--- src/rtl/pipe_hazard_ctrl.sv ---
// pipe_hazard_ctrl: stall/flush/redirect sequencing for the D/E/M/W pipeline registers,
// with the mult/div busy FSM and a saturating stall-cycle counter.
module pipe_hazard_ctrl #(
    parameter int          MULT_CYCLES = 5,
    parameter int          DIV_CYCLES  = 10,
    parameter logic [31:0] EXC_VECTOR  = 32'h0000_4180
) (
    input  logic        clk,
    input  logic        reset,
    input  logic        Req,
    input  logic        eret_D,
    input  logic [31:0] epc,
    input  logic [4:0]  rs_D,
    input  logic [4:0]  rt_D,
    input  logic [1:0]  Tuse_rs_D,
    input  logic [1:0]  Tuse_rt_D,
    input  logic [4:0]  A3_E,
    input  logic [4:0]  A3_M,
    input  logic [1:0]  Tnew_E,
    input  logic [1:0]  Tnew_M,
    input  logic        md_start_E,
    input  logic        md_is_div_E,
    input  logic        md_use_D,
    output logic        pc_en,
    output logic [1:0]  npc_sel,
    output logic [31:0] exc_pc,
    output logic        d_en,
    output logic        d_reset,
    output logic        e_reset,
    output logic        e_reset_pc,
    output logic        m_reset,
    output logic        req_o,
    output logic        stall,
    output logic        md_busy,
    output logic [31:0] stall_cnt
);
    localparam int MAXC = DIV_CYCLES > MULT_CYCLES ? DIV_CYCLES : MULT_CYCLES;
    localparam int CW   = $clog2(MAXC + 1) < 4 ? 4 : $clog2(MAXC + 1);

    typedef enum logic {MD_IDLE, MD_BUSY} md_state_t;

    md_state_t     state, state_n;
    logic [CW-1:0] md_cnt, md_cnt_n;
    logic          hz_rs, hz_rt, hz_md;

    assign hz_rs = (rs_D != 5'd0) & (((A3_E == rs_D) & (Tnew_E > Tuse_rs_D)) |
                                     ((A3_M == rs_D) & (Tnew_M > Tuse_rs_D)));
    assign hz_rt = (rt_D != 5'd0) & (((A3_E == rt_D) & (Tnew_E > Tuse_rt_D)) |
                                     ((A3_M == rt_D) & (Tnew_M > Tuse_rt_D)));
    assign hz_md = md_use_D & (md_busy | md_start_E);
    assign stall = ~reset & ~Req & (hz_rs | hz_rt | hz_md);
    assign md_busy = (state == MD_BUSY);
    assign exc_pc = npc_sel == 2'd1 ? EXC_VECTOR : npc_sel == 2'd2 ? epc : 32'd0;

    always_comb begin
        state_n  = state;
        md_cnt_n = md_cnt;
        if (state == MD_IDLE) begin
            if (md_start_E & ~Req) begin
                state_n  = MD_BUSY;
                md_cnt_n = md_is_div_E ? CW'(DIV_CYCLES) : CW'(MULT_CYCLES);
            end
        end else begin
            md_cnt_n = md_cnt - 1'b1;
            state_n  = md_cnt == CW'(1) ? MD_IDLE : MD_BUSY;
        end
    end

    always_comb begin
        pc_en      = 1'b1;
        d_en       = 1'b1;
        npc_sel    = 2'd0;
        d_reset    = 1'b0;
        e_reset    = 1'b0;
        e_reset_pc = 1'b0;
        m_reset    = 1'b0;
        req_o      = 1'b0;
        if (reset) begin
            pc_en      = 1'b0;
            d_en       = 1'b0;
            d_reset    = 1'b1;
            e_reset    = 1'b1;
            e_reset_pc = 1'b1;
            m_reset    = 1'b1;
        end else if (Req) begin
            npc_sel    = 2'd1;
            d_en       = 1'b0;
            d_reset    = 1'b1;
            e_reset    = 1'b1;
            e_reset_pc = 1'b1;
            m_reset    = 1'b1;
            req_o      = 1'b1;
        end else if (stall) begin
            // bubble keeps PC/BD in E so a later EPC stays correct
            pc_en   = 1'b0;
            d_en    = 1'b0;
            e_reset = 1'b1;
        end else if (eret_D) begin
            npc_sel = 2'd2;
            d_reset = 1'b1;
        end
    end

    always_ff @(posedge clk) begin
        if (reset) begin
            state     <= MD_IDLE;
            md_cnt    <= '0;
            stall_cnt <= '0;
        end else begin
            state  <= state_n;
            md_cnt <= md_cnt_n;
            if (stall & ~&stall_cnt) stall_cnt <= stall_cnt + 32'd1;
        end
    end
endmodule

--- config.mk ---
export PLATFORM = sky130hd
export DESIGN_NAME = pipe_hazard_ctrl
export DESIGN_NICKNAME = d
export VERILOG_FILES = /design/src/rtl/pipe_hazard_ctrl.sv
export SDC_FILE = /design/constraint.sdc
export NUM_CORES = 1
export LEC_CHECK = 0
export CORE_UTILIZATION = 40
export DETAILED_ROUTE_END_ITERATION = 6
export PLACE_DENSITY = 0.85
export SLEW_MARGIN = 0
export SYNTH_ARGS = -nofsm -noshare
export SYNTH_HDL_FRONTEND = slang
export SYNTH_SLANG_ARGS = --single-unit
--- constraint.sdc ---
create_clock -name clk -period 5.63 [get_ports clk]
set_input_delay 1.126 -clock clk [delete_from_list [all_inputs] [get_ports clk]]
set_output_delay 1.126 -clock clk [all_outputs]
set_load 0.05 [all_outputs]
==> results.txt, run 1 <==
CTS H-tree lvls = 2
Grt ovf = 0
P_sw = 0.000204 W
DRT Pass-1 Iters = 4
Arr. time, crit path = 3.75 ns
Hold Vio Cnt, Final = 0
Power Total = 0.000716 W
DP Wirelength = 6440 µm
Largest family of logic cells by synthesized area = simple AND/OR/NAND/NOR gates
Fin util = 73.5%
Top FF cell, synth = dfxtp_1
Die extent in x = 82.0 µm
Slew Limit Fails = 0
Detailed Route WL = 8120 µm
Share of layout cells above drive strength 1 = 11.9%
Maximum VDD drop = 164 µV
Clk root buf = clkbuf_8
Drt first-iter violations = 154
Yosys warns = 0
Top cell type by total area after synthesis = dfxtp_1
Normalized max-slew margin = 27.4%
Req. time, crit path = 4.50 ns
CTS Buffer Depth = 2
Final Skew = 0.00589 ns
Via count = 2869
Post-Layout Cell Count = 544
Max Cap Viol = 0
Period utilization = 86.6%
Die area = 6720 µm²
Yosys cell types = 41
# setup viols final = 0
Top cells by count, synth = 37 x dfxtp_1, 35 x nor2_1, 33 x and2_1
Critical path launch point type = primary input
Number of setup buffers added after CTS = 0
Starting Density = 42.2%
LEAKAGE = 1.66 nW
Final min period = 4.88 ns
Clk pwr share = 33.4%
Footprint of the multi-input gates = 1670 µm²
Int Power = 0.000511 W
Top cells by area, synth = dfxtp_1 29%, xnor2_1 11%, and2_1 8.1%
Pin count of the biggest net entering global routing = 43
# port buffers = 141
Chip height = 82.0 µm
Final setup TNS = 0 ns
Syn nets = 412
Overall Global Routing Usage = 23.5%
Placed cell count = 536
First-pass GRT wire length = 12200 µm
# diodes = 0
GP Congestion = 0.916
Async S/R FF share, synth = 0%
Yosys top cell area share = 29.0%
Num ports = 142
Synth Area in Compound Gates = 8.71%
Xor and xnor area share after synthesis = 13.4%
Cts repair resizes = 0
# DRC = 0
DR vias/cell = 5.27
Synthesized area per cell = 7.66 µm²
# rows = 28
Count leader, synth = dfxtp_1
Sw frac = 28.6%
Worst Path Max Fanout = 4
Synthesized area = 2560 µm²
Flop pwr share = 37.6%
Post-synthesis mux area share = 1.66%
Worst-margin pin slew = 1.08 ns
Nets = 546
Yosys reg bits = 37
Crit Path Category = primary input to primary output
CTS Hold Bufs = 0
CTS buffer count = 5
Post-synth EDFFs = 0
Register area = 741 µm²
CTS tree = done
Critical Path End Type = primary output
Peak Freq = 205 MHz
Layout Area Growth over Synthesis = 74.1%
Worst skew pair latency = 0.29 ns
Post-route ant nets = 0
Avg WL per Cell = 14.9 µm
Clock slew at reported path FFs = 0.08 ns
Register area share after synthesis = 29.0%
Status = finished, final reports clean
P per Cell Area = 161 nW/µm²
Post-synthesis adder-cell area fraction = 5.38%
Initial antenna violation count = 0
Simple-gate share of the synthesized area = 36.1%
RSZ-0062 raised after global routing = no
Comb power frac = 29.0%
Fill cell count = 443
Hold slack final = 0.497 ns
Clock Sinks = 37
Core ar. = 6060 µm²
Hold crit path type = register to register
Number of global-route vias before repair = 2648
Syn Inst Count = 334
==> worst paths after layout <==
path | startpoint | end | slack, ns | cells past startpoint
hold reg to reg | md_cnt[3]$_SDFFE_PP0P_ | md_cnt[3]$_SDFFE_PP0P_ | 0.50 | 2
hold / removal | md_cnt[3]$_SDFFE_PP0P_ | md_cnt[3]$_SDFFE_PP0P_ | 0.50 | 2
setup reg to reg | stall_cnt[6]$_SDFFE_PP0P_ | stall_cnt[24]$_SDFFE_PP0P_ | 2.63 | 8
setup / recovery | Tuse_rs_D[1] | d_en | 0.75 | 11
==> cell type report <==
| class | count | area share, % |
|---|---|---|
| timing repair buffer | 144 | 39.7 |
| multi-input combinational | 264 | 37.5 |
| sequential | 37 | 16.6 |
| tap | 75 | 2.11 |
| clock buffer | 6 | 1.85 |
| inverter | 16 | 1.35 |
| clock inverter | 2 | 0.843 |
==> critical path, cell delays in order <==
cell and delay (ns):
clkdlybuf4s50_1 0.46, inv_1 0.06, ha_1 0.32, nor2b_1 0.14
o21ai_0 0.20, a2111oi_2 0.06, o22ai_1 0.16, and3_1 0.27
nand2_1 0.10, inv_1 0.07, clkdlybuf4s50_1 0.79
==> power by group through the flow <==
stage	Clock (W)	Combinational [W]	Sequential, W
6_report	0.000239	0.000208	0.000269
5_1_grt	0.000254	0.000221	0.000269
4_1_cts	0.000243	0.000208	0.000269
3_5_place_dp	0	0.000207	0.000275
3_3_place_gp	0	0.000204	0.000275
2_1_floorplan	0	0.0000987	0.000278
==> sequential cells by signal (all words and copies together) (netlist names) <==
register   count
md_busy        1
md_cnt         4
stall_cnt     32
==> per-stage QoR <==
stage / cell area, µm² / setup slack, ns
5_1_grt: 4450 / 0.629
6_report: 4450 / 0.754
3_3_place_gp: 4330 / 0.833
2_1_floorplan: 2560 / 0.850
4_1_cts: 4450 / 0.755
3_5_place_dp: 4330 / 0.773
==> per-layer routing <==
metal	up-vias	part of all wire, %	track usage [%]
li1	1407	-	-
met1	1303	40	27.1
met2	143	50	41.1
met3	16	8.0	5.00
met4	0	2.3	10.4
met5	-	0	0
==> placed cells by master (no fill, tap or decap), types with 3 or more instances in the layout <==
master           synthesis  routed
a21oi_1                 15      15
and2_1                  33      33
and3_1                   9       9
buf_12                   0      34
buf_4                    2       5
clkbuf_8                 0       6
clkdlybuf4s50_1          0     105
dfxtp_1                 37      37
ha_1                    11      11
inv_1                   16      16
nand2_1                 20      20
nand2b_1                 4       4
nand3_1                 16      16
nand4_1                 11      11
nor2_1                  35      35
nor2b_1                  3       3
nor3_1                  15      15
nor4_1                   6       6
nor4b_1                  3       3
o21ai_0                 12      12
or3_1                    6       6
xnor2_1                 32      32
xor2_1                   7       7
==> cell families after synthesis <==
kind of cell / count (synthesis)
simple gates: 172
xor+xnor: 39
compound gates: 38
flops: 37
buf+inv: 33
fa+ha+maj: 11
mux: 4
(Power assumes the default switching activity.)
==> run 2, diff against run 1 <==
Settings changed: CORE_ASPECT_RATIO from default to 1.2, CORE_MARGIN from default to 5.
==> run 2 against run 1 <==
Net effect: register-to-register slack barely moved; sequential power barely moved; total power rose by 1.3%; clock skew barely moved; first-iteration DRC count fell by 54%; critical path depth did not move; via count rose by 2.5%; hold slack improved by 0.0076 ns.
==> results.txt, run 2 (synthesized netlist as in run 1, its figures left out) <==
Largest register FFs = 32
CTS Buffer Depth = 2
Avg WL per Cell = 16.5 µm
Fill cell count = 491
Critical path origin = Tuse_rt_D[1]
Slew Limit Fails = 0
Worst-margin pin slew = 0.984 ns
Biggest register = stall_cnt
CTS tree = done
Num ports = 142
Post-Layout Cell Count = 554
Critical path launch point type = primary input
P per Cell Area = 162 nW/µm²
Hold crit path type = register to register
Met3 usage = 6.87%
Most common cell after layout, fill and taps aside = clkdlybuf4s50_1
Crit path buffers/inverters = 4
Clock Sinks = 37
DP Wirelength = 7460 µm
DRT Pass-1 Iters = 4
Peak Freq = 197 MHz
# port buffers = 141
Arr. time, crit path = 3.96 ns
Met2 Usage GRT = 37.9%
Post-route ant nets = 0
CTS H-tree lvls = 2
Critical Path End Type = primary output
RSZ-0062 raised after global routing = no
Pin count of the biggest net entering global routing = 28
Layout Area Growth over Synthesis = 75.3%
Max Cap Viol = 0
Pre-CTS setup slack = 0.563 ns
Clk root buf = clkbuf_8
Starting Density = 40.4%
Min-delay src = stall_cnt[4]$_SDFFE_PP0P_
CP top delay family = buffers and inverters
Die extent in x = 83.0 µm
Post-route cell area = 4480 µm²
# diodes = 0
# DRC = 0
Share of layout cells above drive strength 1 = 11.9%
Nets = 546
CTS Hold Bufs = 0
Status = finished, final reports clean
Hold Vio Cnt, Final = 0
Worst skew pair latency = 0.29 ns
Final Skew = 0.00589 ns
Crit Path Category = primary input to primary output
Hold slack final = 0.504 ns
Overall Global Routing Usage = 22.0%
Period utilization = 90.3%
Most used routing layer in global routing = met2
CTS buffer count = 5
Detailed Route WL = 9160 µm
Normalized max-slew margin = 34.0%
Core ar. = 6330 µm²
First-pass GRT wire length = 14700 µm
Fin worst setup slack = 0.544 ns
Chip height = 97.6 µm
Commonest cells after routing, fill and taps aside = 104 x clkdlybuf4s50_1, 37 x dfxtp_1, 36 x buf_12
Initial antenna violation count = 0
Number of global-route vias before repair = 3011
Cts repair resizes = 0
LEAKAGE = 1.67 nW
Register area = 741 µm²
CP max stage delay = 0.82 ns
Met1 Use GR = 25.1%
CP cell instances = clkdlybuf4s50_1, inv_1, ha_1, nand2_1, nand4_1, nor4_1, o22ai_1, and3_1, buf_4, nand2_1, clkdlybuf4s50_1
GP Congestion = 0.978
Req. time, crit path = 4.50 ns
Via count = 2940
Slowest CP cell = clkdlybuf4s50_1
Placed cell count = 546
Footprint of the multi-input gates = 1670 µm²
Grt ovf = 0
Maximum VDD drop = 209 µV
DR vias/cell = 5.31
Clock slew at reported path FFs = 0.07 ns
Die area = 8100 µm²
Final min period = 5.09 ns
Number of setup buffers added after CTS = 0
Final setup TNS = 0 ns
Worst Path Max Fanout = 23
# setup viols final = 0
Crit Reg-Reg Startpoint = stall_cnt[6]$_SDFFE_PP0P_
# rows = 32
Drt first-iter violations = 71
Placed cell area = 4370 µm²
## run 2: cell types whose count changed in the layout (fill, tap and decap cells not counted)
cell | before | now
buf_12 | 34 | 36
buf_4 | 5 | 4
clkdlybuf4s50_1 | 105 | 104
clkinvlp_4 | 1 | 0
clkbuf_1 | 0 | 1
## run 2: worst paths after layout
path,to,slack [ns],cells past startpoint
max,e_reset,0.54,11
min,stall_cnt[4]$_SDFFE_PP0P_,0.50,2
max reg2reg,stall_cnt[3]$_SDFFE_PP0P_,2.64,8
min reg2reg,stall_cnt[4]$_SDFFE_PP0P_,0.50,2
## run 2: per-layer routing
metal / vias up / wire length, µm
li1: 1405 / -
met1: 1363 / 3680
met2: 149 / 4530
met3: 23 / 724
met4: 0 / 223
met5: - / 0
## run 2: through the flow
stage	power [W]	util, %
6_report	0.000725	70.9
5_1_grt	0.000752	70.9
4_1_cts	0.000725	70.9
3_5_place_dp	0.000487	69.0
3_3_place_gp	0.000481	69.0
2_1_floorplan	0.000376	-
## run 2: final cells by class
type	count	share of cell area [%]
timing repair buffer	144	40.0
multi-input combinational	264	37.2
sequential	37	16.5
tap	85	2.37
clock buffer	7	1.93
inverter	16	1.34
clock inverter	1	0.670
## run 2: worst min-delay path, cell delays in order (launching register included)
cell and delay, ns:
dfxtp_1 0.33, o21ai_0 0.07, a21oi_1 0.06
## run 2: where the power goes
part / internal, W / switching, W
Sequential: 0.000265 / 0.00000378
Clock: 0.000145 / 0.0000985
Combinational: 0.000105 / 0.000109
Total: 0.000514 / 0.000211
==> variant 1 (flow settings as in run 1) <==
Reset style: asynchronous (`reset`), changed in one clocked block.
--- a/src/rtl/pipe_hazard_ctrl.sv
+++ b/src/rtl/pipe_hazard_ctrl.sv
@@ -101,7 +101,7 @@
         end
     end
 
-    always_ff @(posedge clk) begin
+    always_ff @(posedge clk or posedge reset) begin
         if (reset) begin
             state     <= MD_IDLE;
             md_cnt    <= '0;
Check against the original RTL: differs if reset is asserted again (counterexample within 4 cycles, from zero or initial values and one cycle with reset high); with reset held inactive, the same outputs for 10 cycles.
==> variant 1 against run 1 <==
The flow now finishes with violations (design-rule violations). Power is 27% higher. Clock skew grew 0.0054 ns. Worst setup slack got worse by 0.13 ns. Combinational power up 88%. Final area rose by 4.1%. Wire length up 2.7%. Sequential cell count did not move. Die area is 7.3% higher. Area after synthesis rose by 7.5%.
==> variant 1: results (changes against run 1) <==
Run status
  • Status: finished with violations
  • Failing checks: design-rule violations

Placement
  • Routability Congestion: 0.834 (-9.0%)
  • Post-Place Cells: 500 (-6.7%)
  • Placed cell areas: 4550 sq um (+5.1%)
  • Worst slack at placement: 0.585 ns (-0.187 ns)
  • HPWL after DPL: 6870 um (+6.7%)

Power
  • Power share of the combinational group: 43.0% (+14 points)
  • Net switching power: 0.351 mW (+71%)
  • Power density of the placed cells: 196 nW/um^2 (+22%)
  • Max VDD drop: 0.266 mV (+62%)
  • Seq pwr share: 37.4% (-0.2 points)

STA
  • Clk_skew: 0.0113 ns (+0.00545 ns)
  • Hold WS: 0.494 ns (-0.00263 ns)
  • Least-Margin Pin Slew: 0.900 ns (-0.181 ns)

Worst setup path
  • Critical Path AT: 3.89 ns (+0.14 ns)
  • End of the worst register-to-register path: stall_cnt[10]$_DFFE_PP0P_
  • R2r startpoint: stall_cnt[0]$_DFFE_PP0P_
  • R2R setup slack: 3.02 ns (+0.39 ns)
  • Worst Setup EP: exc_pc[22]
  • Largest stage delay, worst path: 0.75 ns (-0.04 ns)
  • Crit-path max FO: 33 (+29)
  • First element of the critical path: Tuse_rs_D[1]
  • Critical-path top delay cell: and3_1
  • Family with the most delay on the worst path: simple AND/OR/NAND/NOR gates

Yosys
  • Post-synth ARST share: 100% (+100 points)
  • Post-Syn Nets: 369 (-10%)
  • Top cells by count, synth: dfrtp_1, xor2_1, and2_1
  • Netlist cell types: 49 (+20%)
  • Post-Synth XOR/XNOR Area: 16.2% (+2.9 points)
  • Largest cells by area after synthesis: dfrtp_1, xor2_1, and2_1, ha_1, xnor2_1
  • Mux cell area share after synthesis: 1.14% (-0.53 points)
  • Sequential share of the synthesized area: 33.7% (+4.7 points)
  • Compound-gate portion of the synthesized area: 5.28% (-3.4 points)
  • Post-Syn Area per Cell: 9.45 sq um (+23%)

Detailed routing
  • Residual DRC: 5 (+5)
  • Via density: 5.17 (-2.1%)
  • Routed WL: 8330 um (+2.7%)
  • Initial drt markers: 115 (-25%)

GRT
  • M2 GR Usage: 43.0% (+1.9 points)
  • Largest net degree at the start of global routing: 38 (-12%)
  • M3 GR Usage: 3.21% (-1.8 points)
  • GRT Overall Usage: 23.9% (+0.44 points)
  • Vias in the first global route: 2571 (-2.9%)
  • Met1 track demand over resource: 29.8% (+2.7 points)
  • First-pass GRT wire length: 13400 um (+9.5%)

Cells and area
  • Fillers: 445 (+0.45%)
  • Share of layout cells above drive strength 1: 16.2% (+4.3 points)
  • Finished Layout Cells: 508 (-6.6%)

Hold path
  • Worst hold path stage count: 1 (-1)
  • Hold Path Origin: stall_cnt[25]$_DFFE_PP0P_
  • Hold EP: stall_cnt[25]$_DFFE_PP0P_
-- variant 1: metal layers --
| layer | wire [um] | part of all wire, % | vias to the layer above |
|---|---|---|---|
| met1 | 3410 | 41 | 1262 |
| met3 | 247 | 3.0 | 10 |
| met4 | 143 | 1.7 | 0 |
| met5 | 0 | 0 | - |
| met2 | 4530 | 54 | 77 |
| li1 | - | - | 1275 |
-- variant 1: final cells by class --
cell class | instances | area (sq um) | area share (%)
clock inverters | 2 | 10.0 | 0.216
multi-input cells | 227 | 1680 | 36.3
well taps | 77 | 96.3 | 2.08
repair buffers | 144 | 1790 | 38.6
inverters | 15 | 56.3 | 1.22
clock buffers | 6 | 72.6 | 1.57
flip-flops and latches | 37 | 926 | 20.0
-- variant 1: cell families after synthesis --
group,after synthesis
xor+xnor,51
buf+inv,27
mux,3
simple gates,141
compound gates,21
fa+ha+maj,11
flops,37
==> variant 2 (config.mk and constraints of run 1) <==
Without the edit above. Set the parameter `DIV_CYCLES` to 11 (it was 10).
--- a/src/rtl/pipe_hazard_ctrl.sv
+++ b/src/rtl/pipe_hazard_ctrl.sv
@@ -2,7 +2,7 @@
 // with the mult/div busy FSM and a saturating stall-cycle counter.
 module pipe_hazard_ctrl #(
     parameter int          MULT_CYCLES = 5,
-    parameter int          DIV_CYCLES  = 10,
+    parameter int          DIV_CYCLES  = 11,
     parameter logic [31:0] EXC_VECTOR  = 32'h0000_4180
 ) (
     input  logic        clk,
Function: no difference found for any inputs over 10 cycles, from zero or initial values and one cycle with reset high; that may be too few to reach the edited logic, so the function may still have changed.
==> variant 2 against run 1 <==
Final area increased by 0.87%. Power fell by 7.4%. Largest cell class unchanged. Worst setup slack lost 0.11 ns. Fmax is 2.1% lower. Combinational power is 2% lower. Area after synthesis increased by 2.9%. Wire length up 9.7%. Sequential cell count unchanged. Register-to-register slack hardly changed. Sequential share of layout area is 0.14 points lower.
==> variant 2: results (changes against run 1) <==
Cells and area
  • Share of layout cells above drive strength 1: 11.4% (-0.50 points)
  • Finished Layout Cells: 549 (+0.92%)
  • Fillers: 482 (+8.8%)

Detailed routing
  • Routed wire length per instance: 16.2 um (+8.7%)
  • DR WL met3: 508 um (-22%)
  • Wl on met1: 3450 um (+7.4%)
  • Via density: 5.62 (+6.6%)
  • Met2 WL post-DR: 4660 um (+14%)
  • Initial drt markers: 255 (+66%)

Worst setup path
  • R2R cell count: 7 (-1)
  • Crit-path max FO: 3 (-1)
  • Largest stage delay, worst path: 0.83 ns (+0.04 ns)
  • Critical Path AT: 3.86 ns (+0.11 ns)
  • Worst Setup EP: e_reset
  • End of the worst register-to-register path: stall_cnt[19]$_SDFFE_PP0P_
  • R2r startpoint: stall_cnt[10]$_SDFFE_PP0P_

Yosys
  • Largest cells by area after synthesis: dfxtp_1, and2_1, ha_1, a21oi_1, o21ai_0
  • Post-Syn Nets: 419 (+1.7%)
  • Synth Instances: 341 (+2.1%)
  • Sequential share of the synthesized area: 28.1% (-0.83 points)
  • Top cells by count, synth: dfxtp_1, and2_1, a21oi_1
  • Netlist cell types: 40 (-2.4%)

Placement
  • HPWL after DPL: 7140 um (+11%)
  • Post-Place Cells: 542 (+1.1%)
  • Placed cell areas: 4400 sq um (+1.6%)

GRT
  • M3 GR Usage: 4.47% (-0.53 points)
  • GRT Overall Usage: 25.1% (+1.7 points)
  • First-pass GRT wire length: 14000 um (+15%)
  • Met1 track demand over resource: 27.3% (+0.18 points)
  • M2 GR Usage: 47.4% (+6.3 points)

Run status
  • Status: finished, final reports clean

Power
  • Max VDD drop: 0.152 mV (-7.3%)
  • Power Internal: 0.462 mW (-9.6%)

STA
  • Least-Margin Pin Slew: 0.729 ns (-0.352 ns)
  • Clk_skew: 0.00815 ns (+0.00226 ns)

Hold path
  • Hold EP: stall_cnt[13]$_SDFFE_PP0P_
## variant 2: cell types whose count changed after synthesis, sizes merged, moves of 5 or more
| cell | change |
|---|---|
| nand2 | -6 |
| or3 | +8 |
| nor3 | -12 |
| or4 | +5 |
| o21ai | +7 |
| a21oi | +11 |
| nor2 | -18 |
| xnor2 | -20 |
## variant 2: cells by family after synthesis
| family | after synthesis | share of synthesized area, % |
|---|---|---|
| and+or+nand+nor | 154 | 33.8 |
| AOI/OAI and AO/OA | 73 | 16.8 |
| buffers and inverters | 40 | 6.80 |
| DFF | 37 | 28.1 |
| xor gates and xnor gates | 20 | 6.65 |
| adders and majority gates | 11 | 5.23 |
| muxes | 6 | 2.57 |
## variant 2: through the flow
| step | utilization (%) | setup slack, ns | hold WS (ns) |
|---|---|---|---|
| after floorplan | - | 0.496 | 0.462 |
| after global placement | 69.3 | 0.958 | 0.475 |
| after detailed placement | 69.3 | 0.713 | 0.487 |
| after CTS | 70.7 | 0.708 | 0.498 |
| after global routing | 70.7 | 0.640 | 0.523 |
| final | 70.7 | 0.648 | 0.499 |
## variant 2: power by group through the flow
stage          sequential (mW)  clock (mW)  combinational, mW
6_report                 0.269       0.191              0.203
5_1_grt                  0.270       0.209              0.214
4_1_cts                  0.269       0.195              0.203
3_5_place_dp             0.275           0              0.202
3_3_place_gp             0.275           0              0.197
2_1_floorplan            0.277           0             0.0929
## variant 2: layout make-up
class	instances	area (sq um)	share of cell area (%)
Timing Repair Buffer	145	1780	39.6
Multi-Input combinational cell	264	1710	38.1
Sequential cell	37	741	16.5
Tap cell	77	96.3	2.15
Clock buffer	6	82.6	1.84
Inverter	19	71.3	1.59
Clock inverter	1	7.51	0.167
